==> src/rtl/vjtag_cdc_arb.sv <==
// Round-robin scheduler sharing one vjtag_cdc request channel among NUM_REQ sources.
// Each accepted transfer is pulsed once, then the payload is held for a guard window.
module vjtag_cdc_arb #(
   parameter  int NUM_REQ     = 4,
   parameter  int WIDTH       = 8,
   parameter  int HOLD_CYCLES = 8,
   localparam int IDW         = $clog2(NUM_REQ)
) (
   input  logic                     clk,
   input  logic                     rst_n,
   input  logic [NUM_REQ-1:0]       req_valid,
   input  logic [NUM_REQ*WIDTH-1:0] req_data,
   output logic [NUM_REQ-1:0]       req_ready,
   output logic                     cdc_req,
   output logic [IDW+WIDTH-1:0]     cdc_payload,
   output logic                     busy
);

   localparam int CW = $clog2(HOLD_CYCLES + 1);

   typedef enum logic [1:0] {IDLE, ISSUE, HOLD} state_t;

   state_t           state;
   logic [IDW-1:0]   last_grant;
   logic [CW-1:0]    cnt;
   logic [IDW-1:0]   winner;
   logic             found;
   int               idx;

   // Search starts one past the last grant so every waiting source is reached within NUM_REQ rounds.
   always_comb begin
      found  = 1'b0;
      winner = '0;
      idx    = 0;
      for (int k = 1; k <= NUM_REQ; k++) begin
         idx = int'(last_grant) + k;
         if (idx >= NUM_REQ) idx = idx - NUM_REQ;
         if (!found && req_valid[idx]) begin
            found  = 1'b1;
            winner = IDW'(idx);
         end
      end
   end

   always_comb begin
      req_ready = '0;
      if (state == IDLE && found) req_ready[winner] = 1'b1;
   end

   always_ff @(posedge clk or negedge rst_n) begin
      if (!rst_n) begin
         state       <= IDLE;
         last_grant  <= IDW'(NUM_REQ - 1);
         cnt         <= '0;
         cdc_req     <= 1'b0;
         cdc_payload <= '0;
         busy        <= 1'b0;
      end else begin
         case (state)
            IDLE: if (found) begin
               cdc_payload <= {winner, req_data[int'(winner)*WIDTH +: WIDTH]};
               last_grant  <= winner;
               state       <= ISSUE;
               cdc_req     <= 1'b1;
               busy        <= 1'b1;
            end
            ISSUE: begin
               cdc_req <= 1'b0;
               cnt     <= CW'(HOLD_CYCLES - 1);
               state   <= HOLD;
            end
            HOLD: begin
               // The CDC gives no ack, so this count alone keeps the payload stable long enough.
               if (cnt == '0) begin
                  state <= IDLE;
                  busy  <= 1'b0;
               end else begin
                  cnt <= cnt - CW'(1);
               end
            end
            default: begin
               state   <= IDLE;
               cdc_req <= 1'b0;
               busy    <= 1'b0;
            end
         endcase
      end
   end

endmodule

==> config.mk <==
export PLATFORM = sky130hd
export DESIGN_NAME = vjtag_cdc_arb
export DESIGN_NICKNAME = d
export VERILOG_FILES = /design/src/rtl/vjtag_cdc_arb.sv
export SDC_FILE = /design/constraint.sdc
export NUM_CORES = 1
export LEC_CHECK = 0
export CORE_ASPECT_RATIO = 1.2
export CORE_MARGIN = 4
export CORE_UTILIZATION = 40
export DETAILED_ROUTE_END_ITERATION = 8
export PLACE_DENSITY = 0.75
export SYNTH_ARGS = -nofsm -noshare
export SYNTH_HDL_FRONTEND = slang
export SYNTH_SLANG_ARGS = --single-unit
==> constraint.sdc <==
create_clock -name clk -period 2.3 [get_ports clk]
set_input_delay 0.69 -clock clk [delete_from_list [all_inputs] [get_ports clk]]
set_output_delay 0.69 -clock clk [all_outputs]
set_load 0.02 [all_outputs]
==> metrics.md <==
| Metric | Value |
|---|---|
| Status | `finished, violations left` |
| Failing checks | `negative setup slack` |
| Crit path capture | `req_ready[3]` |
| Starting Density | `41.59%` |
| Crit-path leading delay family | `buffers and inverters` |
| Layout cell share with drive strength beyond 1 | `28.18%` |
| Crit path launch type | `primary input` |
| First-pass GRT wire length | `about 5400 µm` |
| Htree depth | `1` |
| Final Setup Violations | `4` |
| Critical path endpoint category | `primary output` |
| Worst R2R Path Depth | `6` |
| CP max stage delay | `300 ps` |
| Fillers | `232` |
| Slew @ Worst Pin | `approximately 340 ps` |
| Vias per cell | `5.144` |
| RSZ-0062 raised after global routing | `yes` |
| Post-synth EDFFs | `0` |
| Clock Pin Slew Worst Setup and Hold Paths | `100 ps` |
| Die height | `approximately 67 µm` |
| Critical path class | `primary input to primary output` |
| Sequential fraction of the synthesis area | `43.84%` |
| CP arrival | `1740 ps` |
| Combinational group share of total power | `63.6%` |
| Primary FF master, synth | `dfrtp_1` |
| Initial antenna violation count | `0` |
| GRT Util Overall | `18.03%` |
| DR pass1 iterations | `4` |
| Area leader, netlist | `dfrtp_1` |
| Post-route setup slack | `-132.2 ps` |
| Netlist cell types | `30` |
| Fin crit share | `105.7%` |
| Drc violations | `0` |
| Gpl congestion | `0.8015` |
| Via count | `1106` |
| Clock skew | `slightly below 0.9 ps` |
| Pwr dens | `1181 nW/µm²` |
| Worst-Skew Late Latency | `290 ps` |
| Crit path from | `req_valid[0]` |
| Peak supply drop | `between 700 and 800 µV` |
| Worst min-delay path startpoint | `cdc_payload[0]$_DFFE_PN0P_` |
| Mapped Cells | `111` |
| Clock power share | `approximately 7%` |
| Worst path required time | `around 1600 ps` |
| Grt ovf | `0` |
| Die W | `56.89 µm` |
| CTS Buffer Depth | `2` |
| Crit path depth | `8` |
| Top-area cell type share of the netlist area | `between 30% and 40%` |
| Sw frac | `41.13%` |
| Slowest cell on the critical path | `o221a_4` |
| Row count | `21` |
| Post-Syn Area per Cell | `10.34 µm²` |
| Synth warnings | `0` |
| Non-filler cells, final | `~220` |
| Register share of total power | `29.3%` |
| Reg-to-reg startpoint | `last_grant[1]$_DFFE_PN1P_` |
| Area contributors post-synth | `dfrtp_1, mux2i_1, o221ai_1` |
| Vias in the first global route | `1210` |
| Peak Freq | `411.1 MHz` |
| Largest net degree at the start of global routing | `21` |
| CTS buffer count | `3` |
| Antenna Nets Post-Route | `0` |
| Synthesized flop and latch total | `20` |
| Detailed placer's ending HPWL | `roughly 2500 µm` |
| Hold Fails Final Rpt | `0` |
| P_int | `1285 µW` |
| Max-Cap Viols | `0` |
| Worst R2R End | `cdc_payload[4]$_DFFE_PN0P_` |
| Mapped Area | `1147 µm²` |
| DP Cell Count | `206` |
| Num ports | `54` |
| Syn nets | `150` |
| Setup TNS Final | `-284.1 ps` |
| Die ar. | `3793 µm²` |
| Clk sinks | `20` |
| Port bufs | `53` |
| Fin. max-slew vios | `0` |
| Final Core Density | `67.03%` |
| CP bufs+invs | `4` |
| Layout area overhead | `61.18%` |
| R2R Setup Slk | `400 ps` |
| Tmin final | `2432 ps` |
| WL final | `3209 µm` |
| Antenna cells | `0` |
| Hold bufs inserted after CTS | `0` |
| Nets | `222` |
| First DRT Iteration DRCs | `17` |
| Sw Pwr | `898.0 µW` |
| Synth async-reset ratio | `100.0%` |
| CTS tree | `yes` |
| Crit-path cells | `buf_4, buf_6, nor2b_4, a21oi_2, o221a_4, buf_4, nor2_4, buf_6` |
| Slew margin rel. | `77.32%` |
| P_leak | `0.0008699 µW` |
| CORE AREA | `2759 µm²` |
| Clk root buf | `clkbuf_4` |
| Wire per inst | `14.93 µm` |
| Crit Path Max Fanout | `4` |
| Worst min path class | `register to register` |
[final cells by class]
type	instances	area [µm²]	share of cell area (%)
repair buffers	73	668.1	36.13
multi-input cells	76	576.8	31.19
flip-flops and latches	20	503.0	27.20
well taps	34	42.54	2.300
inverters	9	36.28	1.962
clock buffers	3	22.52	1.218
[flip-flops by register name, indices dropped and copies added, names as in the netlist]
signal / count
state: 2
busy: 1
cdc_req: 1
last_grant: 2
cnt: 4
cdc_payload: 10
[placed cells by master (no fill, tap or decap)]
| master | synthesis | final |
|---|---|---|
| a22o_1 | 1 | 1 |
| buf_4 | 1 | 21 |
| clkdlybuf4s50_1 | 0 | 45 |
| a21o_1 | 1 | 1 |
| a21oi_2 | 1 | 3 |
| mux2i_2 | 0 | 1 |
| o221ai_1 | 8 | 8 |
| mux2i_1 | 17 | 16 |
| nand2_4 | 0 | 1 |
| buf_2 | 0 | 3 |
| nand4_1 | 1 | 1 |
| clkbuf_4 | 0 | 3 |
| o21ai_0 | 3 | 3 |
| a211oi_2 | 1 | 1 |
| a31oi_2 | 0 | 1 |
| a21oi_1 | 5 | 3 |
| xor2_1 | 1 | 1 |
| o211ai_1 | 1 | 1 |
| ha_1 | 1 | 1 |
| a22oi_1 | 1 | 1 |
| nand2_1 | 15 | 15 |
| nor2b_4 | 0 | 1 |
| inv_4 | 1 | 1 |
| nor3_1 | 1 | 1 |
| inv_2 | 2 | 2 |
| a211o_2 | 1 | 1 |
| nand2b_1 | 2 | 1 |
| nand2b_4 | 0 | 1 |
| buf_6 | 3 | 4 |
| o221a_4 | 1 | 1 |
| dfstp_2 | 2 | 2 |
| inv_1 | 6 | 6 |
| dfrtp_1 | 18 | 18 |
| nor2_1 | 11 | 7 |
| nor2_2 | 0 | 3 |
| nor2_4 | 0 | 1 |
[tightest hold or removal path: stages (launching register included)]
cell and delay [ps]:
dfrtp_1 350, nand2_1 50, o221ai_1 60
[what timing repair did]
action	4_1_cts	5_1_grt
cloned	0	0
setup endpoints to repair	4	4
pin swaps	7	2
buffers inserted	5	1
resized for setup	50	1
hold endpoints to repair	0	0
[worst min path at each step]
stage | to | slack, ps | cells after the start
after floorplan | busy$_DFFE_PN0P_ | 390 | 0
after global placement | cdc_payload[9]$_DFFE_PN0P_ | 470 | 2
after detailed placement | cdc_payload[4]$_DFFE_PN0P_ | 480 | 2
after CTS | cdc_payload[4]$_DFFE_PN0P_ | 500 | 2
after global routing | cdc_payload[4]$_DFFE_PN0P_ | 520 | 2
final | cdc_payload[0]$_DFFE_PN0P_ | 500 | 2
[power by group through the flow]
| stage | sequential (µW) | combinational [µW] | clock [µW] |
|---|---|---|---|
| CTS | 636 | 1390 | 165 |
| finish | 640 | 1390 | 155 |
| detailed placement | 640 | 1290 | 0 |
| global route | 665 | 1510 | 182 |
| floorplan | 756 | 703 | 0 |
| global placement | 635 | 1250 | 0 |
[per-layer routing]
layer,global-route usage (%),vias to the layer above,routed length [µm]
li1,-,533,-
met5,0,-,0
met3,3.876,6,144
met1,19.93,537,1154
met4,6.957,0,67
met2,33.29,30,1842
[through the flow]
stage	instance area (µm²)	total power (µW)	setup WS [ps]	hold slack, ps
floorplan	1152	1459	-42.98	394.4
CTS	1838	2192	-89.95	501.5
global placement	1749	1883	-890.1	467.9
global route	1849	2354	-158.5	523.1
detailed placement	1749	1928	-946.2	477.8
finish	1849	2183	-132.2	499.0
[kinds of logic after synthesis]
family                     count (synthesis)  synth area share [%]
buffers and inverters                     15                 10.25
muxes                                     17                 14.83
and+or+nand+nor                           32                 11.89
xor gates and xnor gates                   1                0.7635
adders and majority gates                  1                 1.090
DFF                                       20                 43.84
AOI/OAI and AO/OA                         25                 17.34
[synth_stat cells (2+ instances only)]
cell type and count:
nand2b_1 2, buf_6 3, inv_2 2, nand2_1 15, dfstp_2 2, nor2_1 11, inv_1 6, dfrtp_1 18
o221ai_1 8, buf_12 2, a21oi_1 5, o21ai_0 3, mux2i_1 17
(Power assumes the default switching activity.)
